`src/rtl/spi_port_regs_pkg.sv`:
```
// Shared definitions for the PicoBlaze SPI register block: register map,
// interrupt bit positions and the burst controller state encoding.
package spi_port_regs_pkg;

    localparam logic [3:0] OFF_SPCR        = 4'h0;
    localparam logic [3:0] OFF_SPSR        = 4'h1;
    localparam logic [3:0] OFF_SPDR        = 4'h2;
    localparam logic [3:0] OFF_SPER        = 4'h3;
    localparam logic [3:0] OFF_NCS         = 4'h4;
    localparam logic [3:0] OFF_IER         = 4'h5;
    localparam logic [3:0] OFF_ISR         = 4'h6;
    localparam logic [3:0] OFF_BURST       = 4'h7;
    localparam logic [3:0] OFF_SENSOR_BASE = 4'h8;

    localparam int ISR_SPIF  = 0;
    localparam int ISR_WCOL  = 1;
    localparam int ISR_BURST = 2;
    localparam int ISR_W     = 3;

    localparam int SENSOR_W    = 16;
    localparam int MAX_CS      = 7;
    localparam int MAX_SENSORS = 4;

    typedef enum logic [1:0] {
        BURST_IDLE  = 2'd0,
        BURST_COUNT = 2'd1,
        BURST_DRAIN = 2'd2
    } burst_state_t;

endpackage

```
`src/rtl/spi_port_regs_if.sv`:
```
// Processor port bus (port_id / in_port / out_port with access strobes).
interface spi_port_regs_if;
    logic [7:0] port_id;
    logic [7:0] data_in;
    logic       write_strobe;
    logic       read_strobe;
    logic [7:0] data_out;

    modport master (
        output port_id,
        output data_in,
        output write_strobe,
        output read_strobe,
        input  data_out
    );

    modport slave (
        input  port_id,
        input  data_in,
        input  write_strobe,
        input  read_strobe,
        output data_out
    );
endinterface

```
`src/rtl/spi_port_regs_burst_ctrl.sv`:
```
// Burst counter: counts SPDR writes down to zero, then waits for the final
// transfer's SPIF before signalling completion and optional chip-select release.
module spi_burst_ctrl
    import spi_port_regs_pkg::*;
(
    input  logic       clk,
    input  logic       srst,
    input  logic       burst_wr,
    input  logic [7:0] burst_data,
    input  logic       spdr_wr,
    input  logic       spif,
    input  logic       auto_release,
    output logic       spif_rise,
    output logic       burst_done,
    output logic       cs_release,
    output logic [7:0] count
);

    burst_state_t state_reg;
    logic [7:0]   count_reg;
    logic         spif_prev_reg;
    logic         done_reg;
    logic         cs_release_reg;

    // History resets low, so an SPIF already high out of reset reads as an edge.
    assign spif_rise  = spif & ~spif_prev_reg;
    assign burst_done = done_reg;
    assign cs_release = cs_release_reg;
    assign count      = count_reg;

    always_ff @(posedge clk) begin
        if (srst) begin
            state_reg      <= BURST_IDLE;
            count_reg      <= 8'd0;
            spif_prev_reg  <= 1'b0;
            done_reg       <= 1'b0;
            cs_release_reg <= 1'b0;
        end else begin
            spif_prev_reg  <= spif;
            done_reg       <= 1'b0;
            cs_release_reg <= 1'b0;
            // A BURST write pre-empts whatever the FSM would have done this cycle.
            if (burst_wr) begin
                count_reg <= burst_data;
                state_reg <= (burst_data != 8'd0) ? BURST_COUNT : BURST_IDLE;
            end else begin
                case (state_reg)
                    BURST_COUNT: begin
                        if (spdr_wr) begin
                            count_reg <= count_reg - 8'd1;
                            if (count_reg == 8'd1) begin
                                state_reg <= BURST_DRAIN;
                            end
                        end
                    end
                    BURST_DRAIN: begin
                        if (spif_rise) begin
                            state_reg      <= BURST_IDLE;
                            done_reg       <= 1'b1;
                            cs_release_reg <= auto_release;
                        end
                    end
                    default: begin
                        state_reg <= BURST_IDLE;
                    end
                endcase
            end
        end
    end

endmodule

```
`src/rtl/spi_port_regs.sv`:
```
// PicoBlaze-side register file for the SPI master: control/status/FIFO access,
// chip selects, atomic 16-bit sensor registers, burst control and interrupts.
module spi_port_regs
    import spi_port_regs_pkg::*;
#(
    parameter logic [7:0]  BASE_ADDRESS = 8'h00,
    parameter int          NUM_CS       = 1,
    parameter int          NUM_SENSORS  = 1,
    parameter logic [15:0] SENSOR_RESET = 16'h0000
) (
    input  logic                            clk,
    input  logic                            reset,
    spi_port_regs_if.slave                  bus,
    output logic [7:0]                      spcr,
    output logic [7:0]                      sper,
    input  logic [7:0]                      spsr,
    output logic                            wr_spsr,
    output logic                            clear_spif,
    output logic                            clear_wcol,
    output logic [7:0]                      wfdin,
    output logic                            wfwe,
    input  logic [7:0]                      rfdout,
    output logic                            rfre,
    output logic [NUM_CS-1:0]               ncs_o,
    output logic [SENSOR_W*NUM_SENSORS-1:0] sensor,
    output logic                            irq
);

    if (NUM_CS < 1 || NUM_CS > MAX_CS) begin : g_bad_num_cs
        $error("spi_port_regs: NUM_CS must be in 1..7");
    end
    if (NUM_SENSORS < 1 || NUM_SENSORS > MAX_SENSORS) begin : g_bad_num_sensors
        $error("spi_port_regs: NUM_SENSORS must be in 1..4");
    end

    // Address decode: 9-bit subtraction so ports below the base never alias in.
    logic [8:0] addr_diff;
    logic       hit;
    logic [3:0] offset;
    logic       wr_hit;
    logic       rd_hit;
    logic       sens_sel;
    logic [1:0] sens_idx;
    logic       sens_hi;

    assign addr_diff = {1'b0, bus.port_id} - {1'b0, BASE_ADDRESS};
    assign hit       = (addr_diff[8:4] == 5'd0);
    assign offset    = addr_diff[3:0];
    assign wr_hit    = bus.write_strobe & hit;
    assign rd_hit    = bus.read_strobe & hit;
    assign sens_idx  = offset[2:1];
    assign sens_hi   = offset[0];
    assign sens_sel  = hit && offset[3] && (int'(sens_idx) < NUM_SENSORS);

    logic we_spcr, we_spsr, we_spdr, we_sper, we_ncs, we_ier, we_isr, we_burst;
    logic we_sens_lo, we_sens_hi, re_spdr, re_sens_lo;

    assign we_spcr    = wr_hit && (offset == OFF_SPCR);
    assign we_spsr    = wr_hit && (offset == OFF_SPSR);
    assign we_spdr    = wr_hit && (offset == OFF_SPDR);
    assign we_sper    = wr_hit && (offset == OFF_SPER);
    assign we_ncs     = wr_hit && (offset == OFF_NCS);
    assign we_ier     = wr_hit && (offset == OFF_IER);
    assign we_isr     = wr_hit && (offset == OFF_ISR);
    assign we_burst   = wr_hit && (offset == OFF_BURST);
    assign we_sens_lo = bus.write_strobe && sens_sel && !sens_hi;
    assign we_sens_hi = bus.write_strobe && sens_sel && sens_hi;
    assign re_spdr    = rd_hit && (offset == OFF_SPDR);
    assign re_sens_lo = bus.read_strobe && sens_sel && !sens_hi;

    logic [7:0]        spcr_reg, sper_reg, wfdin_reg, data_out_reg;
    logic              wr_spsr_reg, clear_spif_reg, clear_wcol_reg, wfwe_reg, rfre_reg;
    logic [NUM_CS-1:0] ncs_reg;
    logic              auto_reg;
    logic [ISR_W-1:0]  ier_reg, isr_reg, isr_set, isr_w1c, isr_next;
    logic              irq_reg;
    logic              wcol_prev_reg;
    logic [7:0]        wr_shadow_reg, rd_shadow_reg;

    logic       spif_rise, burst_done, cs_release;
    logic [7:0] burst_count;

    spi_burst_ctrl u_burst (
        .clk          (clk),
        .srst         (reset),
        .burst_wr     (we_burst),
        .burst_data   (bus.data_in),
        .spdr_wr      (we_spdr),
        .spif         (spsr[7]),
        .auto_release (auto_reg),
        .spif_rise    (spif_rise),
        .burst_done   (burst_done),
        .cs_release   (cs_release),
        .count        (burst_count)
    );

    // Set terms are OR-ed in after the clear so a same-cycle event is never lost.
    always_comb begin
        isr_set            = '0;
        isr_set[ISR_SPIF]  = spif_rise;
        isr_set[ISR_WCOL]  = spsr[6] & ~wcol_prev_reg;
        isr_set[ISR_BURST] = burst_done;
        isr_w1c            = we_isr ? bus.data_in[ISR_W-1:0] : '0;
        isr_next           = (isr_reg & ~isr_w1c) | isr_set;
    end

    // Sensor storage; unpopulated slots read as zero through sensor_pad.
    logic [SENSOR_W-1:0] sensor_pad [MAX_SENSORS];

    for (genvar gi = 0; gi < MAX_SENSORS; gi++) begin : g_sensor
        if (gi < NUM_SENSORS) begin : g_live
            logic [SENSOR_W-1:0] value_reg;
            always_ff @(posedge clk) begin
                if (reset) begin
                    value_reg <= SENSOR_RESET;
                end else if (we_sens_hi && (sens_idx == 2'(gi))) begin
                    value_reg <= {bus.data_in, wr_shadow_reg};
                end
            end
            assign sensor_pad[gi]                      = value_reg;
            assign sensor[SENSOR_W*gi +: SENSOR_W]     = value_reg;
        end else begin : g_absent
            assign sensor_pad[gi] = '0;
        end
    end

    logic [7:0] ncs_rd;
    logic [7:0] rd_mux;

    always_comb begin
        ncs_rd             = '0;
        ncs_rd[NUM_CS-1:0] = ncs_reg;
        ncs_rd[7]          = auto_reg;
    end

    always_comb begin
        rd_mux = 8'h00;
        if (hit) begin
            case (offset)
                OFF_SPCR:  rd_mux = spcr_reg;
                OFF_SPSR:  rd_mux = spsr;
                OFF_SPDR:  rd_mux = rfdout;
                OFF_SPER:  rd_mux = sper_reg;
                OFF_NCS:   rd_mux = ncs_rd;
                OFF_IER:   rd_mux = {5'b0, ier_reg};
                OFF_ISR:   rd_mux = {5'b0, isr_reg};
                OFF_BURST: rd_mux = burst_count;
                default: begin
                    if (sens_sel) begin
                        rd_mux = sens_hi ? rd_shadow_reg : sensor_pad[sens_idx][7:0];
                    end
                end
            endcase
        end
    end

    always_ff @(posedge clk) begin
        if (reset) begin
            spcr_reg       <= 8'h00;
            sper_reg       <= 8'h00;
            wfdin_reg      <= 8'h00;
            data_out_reg   <= 8'h00;
            wr_spsr_reg    <= 1'b0;
            clear_spif_reg <= 1'b0;
            clear_wcol_reg <= 1'b0;
            wfwe_reg       <= 1'b0;
            rfre_reg       <= 1'b0;
            ncs_reg        <= '1;
            auto_reg       <= 1'b0;
            ier_reg        <= '0;
            isr_reg        <= '0;
            irq_reg        <= 1'b0;
            wcol_prev_reg  <= 1'b0;
            wr_shadow_reg  <= 8'h00;
            rd_shadow_reg  <= 8'h00;
        end else begin
            wr_spsr_reg    <= we_spsr;
            clear_spif_reg <= we_spsr & bus.data_in[7];
            clear_wcol_reg <= we_spsr & bus.data_in[6];
            wfwe_reg       <= we_spdr;
            rfre_reg       <= re_spdr;
            if (we_spdr) wfdin_reg <= bus.data_in;
            if (we_spcr) spcr_reg  <= bus.data_in;
            if (we_sper) sper_reg  <= bus.data_in;
            if (we_ier)  ier_reg   <= bus.data_in[ISR_W-1:0];
            // Software NCS write overrides a concurrent automatic release.
            if (we_ncs) begin
                ncs_reg  <= bus.data_in[NUM_CS-1:0];
                auto_reg <= bus.data_in[7];
            end else if (cs_release) begin
                ncs_reg <= '1;
            end
            isr_reg       <= isr_next;
            irq_reg       <= |(isr_reg & ier_reg);
            wcol_prev_reg <= spsr[6];
            if (we_sens_lo) wr_shadow_reg <= bus.data_in;
            if (re_sens_lo) rd_shadow_reg <= sensor_pad[sens_idx][15:8];
            data_out_reg  <= rd_mux;
        end
    end

    assign spcr         = spcr_reg;
    assign sper         = sper_reg;
    assign wfdin        = wfdin_reg;
    assign wfwe         = wfwe_reg;
    assign rfre         = rfre_reg;
    assign wr_spsr      = wr_spsr_reg;
    assign clear_spif   = clear_spif_reg;
    assign clear_wcol   = clear_wcol_reg;
    assign ncs_o        = ncs_reg;
    assign irq          = irq_reg;
    assign bus.data_out = data_out_reg;

endmodule

```
`src/flat_wrapper.sv`:
```
// flat-port wrapper written by rule: the top's interface ports become plain ports
module spi_port_regs_flat import spi_port_regs_pkg::*;
#(
    parameter logic [7:0]  BASE_ADDRESS = 8'h00,
    parameter int          NUM_CS       = 1,
    parameter int          NUM_SENSORS  = 1,
    parameter logic [15:0] SENSOR_RESET = 16'h0000
)
  (clk, reset, spcr, sper, spsr, wr_spsr, clear_spif, clear_wcol, wfdin, wfwe, rfdout, rfre, ncs_o, sensor, irq, bus_port_id, bus_data_in, bus_write_strobe, bus_read_strobe, bus_data_out);
  spi_port_regs_if bus_i ();
  input  logic clk;
  input  logic reset;
  output logic [7:0] spcr;
  output logic [7:0] sper;
  input  logic [7:0] spsr;
  output logic wr_spsr;
  output logic clear_spif;
  output logic clear_wcol;
  output logic [7:0] wfdin;
  output logic wfwe;
  input  logic [7:0] rfdout;
  output logic rfre;
  output logic [NUM_CS-1:0] ncs_o;
  output logic [SENSOR_W*NUM_SENSORS-1:0] sensor;
  output logic irq;
  input wire logic [$bits(bus_i.port_id)-1:0] bus_port_id;
  input wire logic [$bits(bus_i.data_in)-1:0] bus_data_in;
  input wire logic [$bits(bus_i.write_strobe)-1:0] bus_write_strobe;
  input wire logic [$bits(bus_i.read_strobe)-1:0] bus_read_strobe;
  output wire logic [$bits(bus_i.data_out)-1:0] bus_data_out;
  assign bus_i.port_id = bus_port_id;
  assign bus_i.data_in = bus_data_in;
  assign bus_i.write_strobe = bus_write_strobe;
  assign bus_i.read_strobe = bus_read_strobe;
  assign bus_data_out = bus_i.data_out;
  spi_port_regs #(.BASE_ADDRESS(BASE_ADDRESS), .NUM_CS(NUM_CS), .NUM_SENSORS(NUM_SENSORS), .SENSOR_RESET(SENSOR_RESET)) u_core (.clk(clk), .reset(reset), .bus(bus_i), .spcr(spcr), .sper(sper), .spsr(spsr), .wr_spsr(wr_spsr), .clear_spif(clear_spif), .clear_wcol(clear_wcol), .wfdin(wfdin), .wfwe(wfwe), .rfdout(rfdout), .rfre(rfre), .ncs_o(ncs_o), .sensor(sensor), .irq(irq));
endmodule
```
`config.mk`:
```
export PLATFORM = sky130hd
export DESIGN_NAME = spi_port_regs_flat
export DESIGN_NICKNAME = d
export VERILOG_FILES = /design/src/rtl/spi_port_regs_pkg.sv /design/src/rtl/spi_port_regs_if.sv /design/src/rtl/spi_port_regs_burst_ctrl.sv /design/src/rtl/spi_port_regs.sv /design/src/flat_wrapper.sv
export SDC_FILE = /design/constraint.sdc
export NUM_CORES = 1
export LEC_CHECK = 0
export BUFFER_PORTS_ARGS = -buffer_cell sky130_fd_sc_hd__buf_4
export CAP_MARGIN = 0
export CORE_MARGIN = 5
export CORE_UTILIZATION = 40
export DETAILED_ROUTE_END_ITERATION = 10
export HOLD_SLACK_MARGIN = 0.05
export PLACE_DENSITY = 0.69
export SYNTH_ARGS = -nofsm -noshare
export SYNTH_HDL_FRONTEND = slang
export SYNTH_SLANG_ARGS = --single-unit
```
`constraint.sdc`:
```
create_clock -name clk -period 1.7 [get_ports clk]
set_input_delay 0.085 -clock clk [delete_from_list [all_inputs] [get_ports clk]]
set_output_delay 0.085 -clock clk [all_outputs]
set_load 0.03 [all_outputs]
```
==> reports/metrics.csv, run 1 <==
stage,metric,value,unit
grt,GR Util All Layers,0.190,
pwr,Seq pwr share,0.530,
pwr,Leak Pwr,2.46,nW
pwr,P_sw,1.04,mW
sta,minimum clock period,1.60,ns
synthesis,syn_nets,474,
floorplan,row cnt,37,
clock_tree,H-tree level count,3,
finish,# fillers,948,
drt,routed vias/inst,5.55,
clock_tree,Num CTS Buffers,9,
critical_path,Setup CP Type,flip-flop to flip-flop,
synthesis,Post-synth top cells,"dfxtp_1 (92), nor2_1 (65), mux2i_1 (61), nand2_1 (23), a21oi_1 (21)",
sta,headroom to the max-slew limit,0.675,
synthesis,largest cells by area after synthesis,"dfxtp_1 (44%), mux2i_1 (14%), nor2_1 (5.8%), mux4_2 (3.7%), a21oi_1 (2.5%)",
sta,period utilization,0.943,
synthesis,post-synthesis instance total,436,
synthesis,Yosys top cell by area,dfxtp_1,
floorplan,Starting Density,0.410,
floorplan,core region area,10300,sq um
pwr,internal power,3.05,mW
critical_path,crit end category,flip-flop,
grt,first-pass GRT wire length,19300,microns
drt,DR iter-0 viols,264,
sta,final hold vios,0,
synthesis,"EDFF count, synth",0,
clock_tree,TritonCTS clock tree,built,
sta,Fin Setup TNS,0,ns
synthesis,#FFs+latches synth,92,
clock_tree,clock sinks,92,
place,IO Port Bufs,90,
synthesis,"count leader, synth",dfxtp_1,
synthesis,post-synthesis async set-or-reset flop share,0,
critical_path,r2r worst-path depth,4,
synthesis,Mapped Avg Cell Area,9.70,sq um
critical_path,Max Fanout on Critical Path,3,
run,Max-cap violations,0,
finish,"Cell Count, Final, Fillers Out",662,
drt,via count,3672,
hold_path,worst hold stages,3,
critical_path,startpoint types,flip-flop,
place,Placer Congestion,0.850,
finish,number of diodes,0,
clock_tree,clk slew on worst S/H paths,0.10,ns
floorplan,Die Area,12700,sq um
finish,Layout Nets,559,
grt,GR Overflow Total,0,
clock_tree,CTS Root Cell,clkbuf_8,
synthesis,top_reg_cell synth,dfxtp_1,
sta,Fmax achieved,0.624,GHz
grt,vias in the first global route,3662,
pwr,switching part of the total,0.254,
synthesis,post-synth top area share,0.436,
place,placed insts,642,
finish,max FFs per register,16,
grt,largest net degree at the start of global routing,49,
drt,routed wire length,12200,microns
sta,Final Setup Violations,0,
synthesis,register area share after synthesis,0.436,
clock_tree,Worst-Skew Late Latency,0.36,ns
run_status,status,completed,
sta,Worst-Margin Slew,0.488,ns
drt,WL/cell,18.4,microns
place,Final HPWL DP,8610,microns
finish,P&R area growth vs syn,25.8,%
synthesis,Syn. warnings,0,
pwr,Worst VDD drop,0.508,mV
synthesis,post-synth design cell area,4230,sq um
drt,TritonRoute pass-1 iters,5,
critical_path,Worst EP required,1.94,ns
clock_tree,Max clock buf depth,2,
floorplan,die height,113,microns
synthesis,Netlist cell types,59,
drt,DRC viols,0,
finish,layout cells sized above 1,0.285,
pwr,Clock power frac,0.389,
pwr,Combinational Power Share,0.081,
floorplan,Die X,113,microns
sta,Worst Skew,0.0137,ns
grt,initial antenna violation count,0,
sta,max-slew violation count,0,
critical_path,Worst Path Arrival,1.84,ns
pwr,Pwr per Cell Area,768,nW/um^2
hold_path,Hold Crit Class,input port to flip-flop,
floorplan,boundary pin count,91,
drt,antenna-violating nets left,0,
layer usage:
metal / up-vias / wire, microns / track usage
met5: - / 0 / 0
met4: 0 / 331 / 0.0729
met3: 29 / 837 / 0.0487
met2: 157 / 5350 / 0.286
met1: 1756 / 5630 / 0.262
li1: 1730 / - / -
power groups by stage:
stage	registers [mW]	clock network, mW	logic (mW)
after global placement	2.22	0	0.314
after global routing	2.17	1.71	0.352
after floorplan	2.22	0	0.172
after CTS	2.17	1.62	0.326
final	2.17	1.59	0.330
after detailed placement	2.22	0	0.318
final timing paths:
check | endpoint | start | slack [ns]
hold reg to reg | u_core.rd_shadow_reg[7] | u_core.rd_shadow_reg[7] | 0.46
hold / removal | u_core.wfdin[4] | bus_data_in[4] | 0.06
setup reg to reg | u_core.u_burst.count[5] | u_core.u_burst.count[0] | 0.1
setup / recovery | u_core.u_burst.count[5] | u_core.u_burst.count[0] | 0.1
worst max-delay path: stages (launching register included):
cell and delay, ns:
dfxtp_1 0.32, or4_1 0.56, o311a_1 0.31, a221oi_1 0.22
nor3_1 0.07
metrics by stage:
stage / setup slack (ns) / total power, mW / util / hold WS, ns / area (sq um)
2_1_floorplan: 0.135 / 2.39 / - / 0.207 / 4230
3_3_place_gp: 0.116 / 2.53 / 0.488 / 0.316 / 5040
3_5_place_dp: 0.0676 / 2.53 / 0.488 / 0.326 / 5040
4_1_cts: 0.0524 / 4.11 / 0.513 / 0.0506 / 5300
5_1_grt: -0.00409 / 4.23 / 0.515 / 0.0598 / 5320
6_report: 0.0975 / 4.09 / 0.515 / 0.0607 / 5320
kinds of logic (layout without fill, tap and decap cells):
| logic type | after synthesis | after routing | share of synthesized area |
|---|---|---|---|
| fa+ha+maj | 2 | 2 | 0.00592 |
| flops | 92 | 92 | 0.436 |
| mux | 75 | 75 | 0.200 |
| simple gates | 168 | 168 | 0.220 |
| xor+xnor | 1 | 1 | 0.00207 |
| compound gates | 57 | 57 | 0.0914 |
| buf+inv | 41 | 131 | 0.0447 |
timing repair:
item,CTS,global route
setup buffers,0,0
endpoints found under the hold margin,10,0
resized for setup,0,4
setup endpoints to repair,0,1
hold buffers,4,0
area by class of cell:
cell class,count,area [sq um],area share
clock buffer,10,138,0.0259
inverter,4,15.0,0.00282
multi-input combinational,303,2210,0.416
clock inverter,6,82.6,0.0155
timing repair buffer,111,856,0.161
tap,136,170,0.0320
sequential,92,1840,0.346
cell usage in the layout, fill, tap and decap left out, types with 3 or more instances in the layout:
master / instances
nand2_1: 23
nand4_1: 7
o32ai_1: 4
dlygate4sd3_1: 4
a32oi_1: 3
nand4b_1: 3
nor3b_1: 3
clkbuf_8: 10
mux4_2: 7
and2_1: 6
nor2_1: 65
nor3_1: 5
nor4_1: 4
dfxtp_1: 92
and3_1: 3
nand3b_1: 3
nor2b_1: 8
nand3_1: 13
a22oi_1: 6
a21oi_1: 21
inv_1: 3
o21ai_0: 5
nand2b_1: 7
buf_4: 106
mux2i_1: 61
mux2_2: 6
No activity file was read; power rests on OpenSTA's default activity.
==> inputs of run 2 (changes only) <==
--- a/config.mk
+++ b/config.mk
@@ -10,6 +10,6 @@
 export CORE_MARGIN = 5
-export CORE_UTILIZATION = 40
+export CORE_UTILIZATION = 48
 export DETAILED_ROUTE_END_ITERATION = 10
 export HOLD_SLACK_MARGIN = 0.05
-export PLACE_DENSITY = 0.69
+export PLACE_DENSITY = 0.79
 export SYNTH_ARGS = -nofsm -noshare
==> constraint.sdc (replaced) <==
create_clock -name clk -period 1.7 [get_ports clk]
set_input_delay 0.17 -clock clk [delete_from_list [all_inputs] [get_ports clk]]
set_output_delay 0.17 -clock clk [all_outputs]
set_load 0.03 [all_outputs]
==> reports/metrics.csv, run 2 (same netlist as run 1, synthesis figures left out) <==
stage,metric,value,unit
finish,"commonest non-fill, non-tap cell in the layout",buf_4,
run_status,status,completed,
clock_tree,Max clock buf depth,2,
drt,via count,3683,
finish,Multi-input gate area,2200,sq um
grt,GR Util All Layers,0.220,
clock_tree,Num CTS Buffers,9,
sta,RSZ-0062 raised after global routing,false,
critical_path,Setup CP Type,flip-flop to flip-flop,
critical_path,critical path's top delay family,simple AND/OR/NAND/NOR gates,
finish,Layout Nets,562,
sta,Final Setup Violations,0,
place,Placer Congestion,0.905,
finish,# fillers,722,
critical_path,Crit path buffers/inverters,0,
floorplan,row cnt,34,
sta,Fmax achieved,0.626,GHz
drt,antenna-violating nets left,0,
sta,headroom to the max-slew limit,0.670,
floorplan,Die X,104,microns
finish,P&R area growth vs syn,25.0,%
floorplan,Die Area,10800,sq um
sta,final hold vios,0,
drt,WL/cell,18.7,microns
grt,initial antenna violation count,0,
drt,Met3 Wirelength,871,microns
run,Max-cap violations,0,
clock_tree,TritonCTS clock tree,built,
drt,routed wire length,11900,microns
drt,Highest Signal Layer,met4,
sta,minimum clock period,1.60,ns
critical_path,Worst EP required,1.97,ns
hold_path,Worst Min Path Start,bus_read_strobe,
critical_path,critical-path cell list,or4_1 > o311a_1 > a221oi_2 > nor3_1,
drt,wl on met1,5150,microns
finish,max FFs per register,16,
floorplan,Starting Density,0.490,
place,Post-DP Area,5070,sq um
drt,DRC viols,0,
drt,DR iter-0 viols,204,
grt,GR Overflow Total,0,
drt,routed vias/inst,5.78,
place,IO Port Bufs,90,
critical_path,Worst Path Arrival,1.86,ns
critical_path,Max Fanout on Critical Path,3,
critical_path,CP peak stage delay,0.58,ns
pwr,Worst VDD drop,0.380,mV
critical_path,crit end category,flip-flop,
finish,number of diodes,0,
finish,most frequent cells in the layout,"buf_4 (109), dfxtp_1 (92), nor2_1 (65)",
clock_tree,clk slew on worst S/H paths,0.10,ns
sta,max-slew violation count,0,
critical_path,R2R Path Start,u_core.u_burst.count[0],
grt,first-pass GRT wire length,19100,microns
clock_tree,H-tree level count,3,
sta,Worst Skew,0.0153,ns
critical_path,worst setup path start,u_core.u_burst.count[0],
clock_tree,Worst-Skew Late Latency,0.37,ns
finish,layout cells sized above 1,0.289,
floorplan,die height,104,microns
finish,sequential cell area,1840,sq um
grt,vias in the first global route,3665,
sta,Fin Setup TNS,0,ns
pwr,Pwr per Cell Area,745,nW/um^2
pwr,Leak Pwr,2.48,nW
grt,largest net degree at the start of global routing,47,
drt,TritonRoute pass-1 iters,5,
clock_tree,clock sinks,92,
floorplan,core region area,8640,sq um
clock_tree,# Post-CTS Setup Buffers,0,
critical_path,"Slowest-stage cell, CP",or4_1,
floorplan,boundary pin count,91,
sta,Worst-Margin Slew,0.493,ns
finish,Finished Cell Area,5290,sq um
drt,met2 WL post-DR,5680,microns
hold_path,Hold Crit Class,input port to flip-flop,
critical_path,startpoint types,flip-flop,
clock_tree,CTS Root Cell,clkbuf_8,
sta,period utilization,0.940,
place,Final HPWL DP,8570,microns
==> run 2: final timing paths <==
| kind | endpoint | slack, ns | cells after the start |
|---|---|---|---|
| worst min-delay path | u_core.rfre | 0.1 | 2 |
| worst max-delay path | u_core.u_burst.count[5] | 0.10 | 4 |
| worst max register to register | u_core.u_burst.count[5] | 0.10 | 4 |
| worst min register to register | u_core.rd_shadow_reg[7] | 0.46 | 2 |
==> run 2: power breakdown <==
group	internal (mW)	total (mW)	switching (mW)	leakage [nW]
registers	2.16	2.17	0.00565	0.742
logic	0.139	0.330	0.192	1.64
clock network	0.570	1.44	0.868	0.0993
total	2.87	3.94	1.07	2.48
==> run 2: per-layer routing <==
| layer | global-route usage | vias up |
|---|---|---|
| met2 | 0.351 | 160 |
| met5 | 0 | - |
| li1 | - | 1742 |
| met3 | 0.0577 | 22 |
| met4 | 0.0842 | 0 |
| met1 | 0.284 | 1759 |
==> run 2: repair_timing <==
action	CTS	global route
setup endpoints to repair	0	1
hold endpoints to repair	2	0
hold buffers	2	0
gates resized for setup	0	1
==> run 2: cell type report <==
cell class                      instances  area share
Multi-Input combinational cell        303       0.417
Inverter                                4     0.00284
Clock buffer                            9      0.0234
Sequential cell                        92       0.348
Tap cell                              108      0.0256
Clock inverter                          7      0.0128
Timing Repair Buffer                  114       0.170
==> run 2: per-stage QoR <==
step	hold slack, ns	setup slack, ns	util	power, mW	cells
floorplan	0.292	0.135	-	2.39	436
global placement	0.402	0.0712	0.587	2.53	619
detailed placement	0.413	0.0137	0.587	2.54	619
CTS	0.0748	0.0477	0.611	3.96	637
global route	0.0939	0.0666	0.612	4.07	637
finish	0.0958	0.102	0.612	3.94	637
==> inputs of run 3 (changes only) <==
Settings changed: CORE_ASPECT_RATIO from default to 0.6.
==> reports/metrics.csv, run 3 (same netlist as run 1, synthesis figures left out) <==
stage,metric,value,unit
floorplan,boundary pin count,91,
clock_tree,clk slew on worst S/H paths,0.06,ns
sta,max-slew violation count,0,
drt,routed vias/inst,5.96,
pwr,Seq pwr share,0.467,
clock_tree,cts hold-fix bufs,0,
hold_path,Hold Crit Class,input port to flip-flop,
sta,Fmax achieved,0.629,GHz
pwr,Leak Pwr,2.51,nW
drt,DR iter-0 viols,415,
finish,Layout Nets,556,
critical_path,Worst Path Arrival,1.81,ns
drt,via count,3782,
finish,number of diodes,0,
critical_path,flop-to-flop setup slack,0.11,ns
drt,WL/cell,20.3,microns
critical_path,Max Fanout on Critical Path,4,
grt,initial antenna violation count,0,
critical_path,"Slowest-stage cell, CP",or4_1,
finish,layout cells sized above 1,0.283,
finish,"commonest non-fill, non-tap cell in the layout",buf_4,
clock_tree,Max clock buf depth,2,
critical_path,crit end category,flip-flop,
grt,largest net degree at the start of global routing,52,
finish,"Cell Count, Final, Fillers Out",635,
grt,GR Overflow Total,0,
clock_tree,# Post-CTS Setup Buffers,0,
pwr,P_sw,1.02,mW
drt,routed wire length,12900,microns
place,IO Port Bufs,90,
clock_tree,H-tree level count,3,
drt,TritonRoute pass-1 iters,5,
sta,final hold vios,0,
critical_path,Crit path buffers/inverters,0,
finish,# fillers,682,
sta,Worst Skew,0.00710,ns
sta,Worst-Margin Slew,0.572,ns
floorplan,row cnt,26,
floorplan,Die X,131,microns
drt,antenna-violating nets left,0,
sta,headroom to the max-slew limit,0.617,
sta,Fin Setup TNS,0,ns
grt,first-pass GRT wire length,20500,microns
finish,sequential cell area,1840,sq um
finish,Multi-input gate area,2210,sq um
sta,RSZ-0062 raised after global routing,false,
pwr,Combinational Power Share,0.072,
place,placed insts,619,
critical_path,Setup CP Type,flip-flop to flip-flop,
pwr,switching part of the total,0.220,
finish,Finished Cell Area,5370,sq um
pwr,internal power,3.63,mW
clock_tree,clock sinks,92,
place,Final HPWL DP,9170,microns
floorplan,Starting Density,0.494,
sta,Final Setup Violations,0,
grt,GR Util met3,0.0860,
floorplan,Die Area,10800,sq um
grt,vias in the first global route,3699,
pwr,Worst VDD drop,0.759,mV
grt,GR Util All Layers,0.243,
floorplan,die height,82.7,microns
sta,Min Hold Slack,0.0721,ns
critical_path,CP peak stage delay,0.57,ns
run_status,status,completed,
finish,P&R area growth vs syn,27.1,%
finish,max FFs per register,16,
finish,most frequent cells in the layout,"buf_4 (105), dfxtp_1 (92), nor2_1 (65)",
pwr,Pwr per Cell Area,865,nW/um^2
grt,GRT met2 Usage,0.342,
clock_tree,Num CTS Buffers,9,
place,Placer Congestion,0.900,
sta,period utilization,0.935,
sta,minimum clock period,1.59,ns
critical_path,Worst EP required,1.92,ns
critical_path,critical path's top delay family,simple AND/OR/NAND/NOR gates,
clock_tree,CTS Root Cell,clkbuf_16,
clock_tree,Worst-Skew Late Latency,0.35,ns
clock_tree,TritonCTS clock tree,built,
grt,grt peak-use layer,met1,
grt,GR Util met1,0.350,
floorplan,core region area,8560,sq um
run,Max-cap violations,0,
pwr,Clock power frac,0.461,
drt,DRC viols,0,
critical_path,startpoint types,flip-flop,
critical_path,critical-path cell list,or4_1 > o311a_1 > a221oi_2 > nor3_1,
place,Post-DP Area,5040,sq um
==> run 3: changes by cell type in the layout (fill, tap and decap cells not counted), moves of 2 or more <==
cell,previous run,this run
clkbuf_16,0,9
clkbuf_8,9,1
buf_4,109,105
inv_6,3,0
bufinv_16,0,2
clkbuf_1,0,2
dlygate4sd3_1,2,0
==> run 3: final timing paths <==
kind	to	start	depth (start not counted)
worst min register to register	u_core.rd_shadow_reg[2]	u_core.rd_shadow_reg[2]	2
worst max-delay path	u_core.u_burst.count[5]	u_core.u_burst.count[1]	4
worst min-delay path	u_core.u_burst.spif_prev_reg	spsr[7]	2
worst max register to register	u_core.u_burst.count[5]	u_core.u_burst.count[1]	4
==> run 3: what timing repair did <==
item / 4_1_cts / 5_1_grt
hold endpoints to repair: 0 / 0
setup endpoints to repair: 0 / 2
resized for setup: 0 / 2
==> run 3: metal layers <==
layer  share of wire  up-vias  routed length, microns
met2            0.40      225                    5170
met1            0.47     1806                    6020
li1                -     1727                       -
met4           0.012        0                     152
met3            0.12       24                    1540
met5               0        -                       0
==> run 3: worst reg2reg max path, stage by stage, from the launching register on <==
cell and delay [ns]:
dfxtp_1 0.33, or4_1 0.57, o311a_1 0.33, a221oi_2 0.17
nor3_1 0.06
==> run 3: power by group through the flow <==
stage          registers [mW]  logic (mW)  clock network (mW)
3_3_place_gp             2.22       0.320                   0
4_1_cts                  2.17       0.328                2.17
3_5_place_dp             2.22       0.327                   0
2_1_floorplan            2.22       0.172                   0
5_1_grt                  2.17       0.353                2.26
6_report                 2.17       0.336                2.14
==> run 3: cell type report <==
type	count	share of cell area
clock buffers	12	0.0459
clock inverters	4	0.0135
inverters	4	0.00279
multi-input cells	303	0.411
flip-flops and latches	92	0.343
well taps	112	0.0261
repair buffers	108	0.158
==> run 3: through the flow <==
step | setup slack [ns] | utilization | power, mW
after floorplan | 0.135 | - | 2.39
after global placement | 0.0658 | 0.589 | 2.54
after detailed placement | 0.0347 | 0.589 | 2.54
after CTS | 0.0781 | 0.627 | 4.66
after global routing | 0.0284 | 0.628 | 4.79
final | 0.111 | 0.628 | 4.65
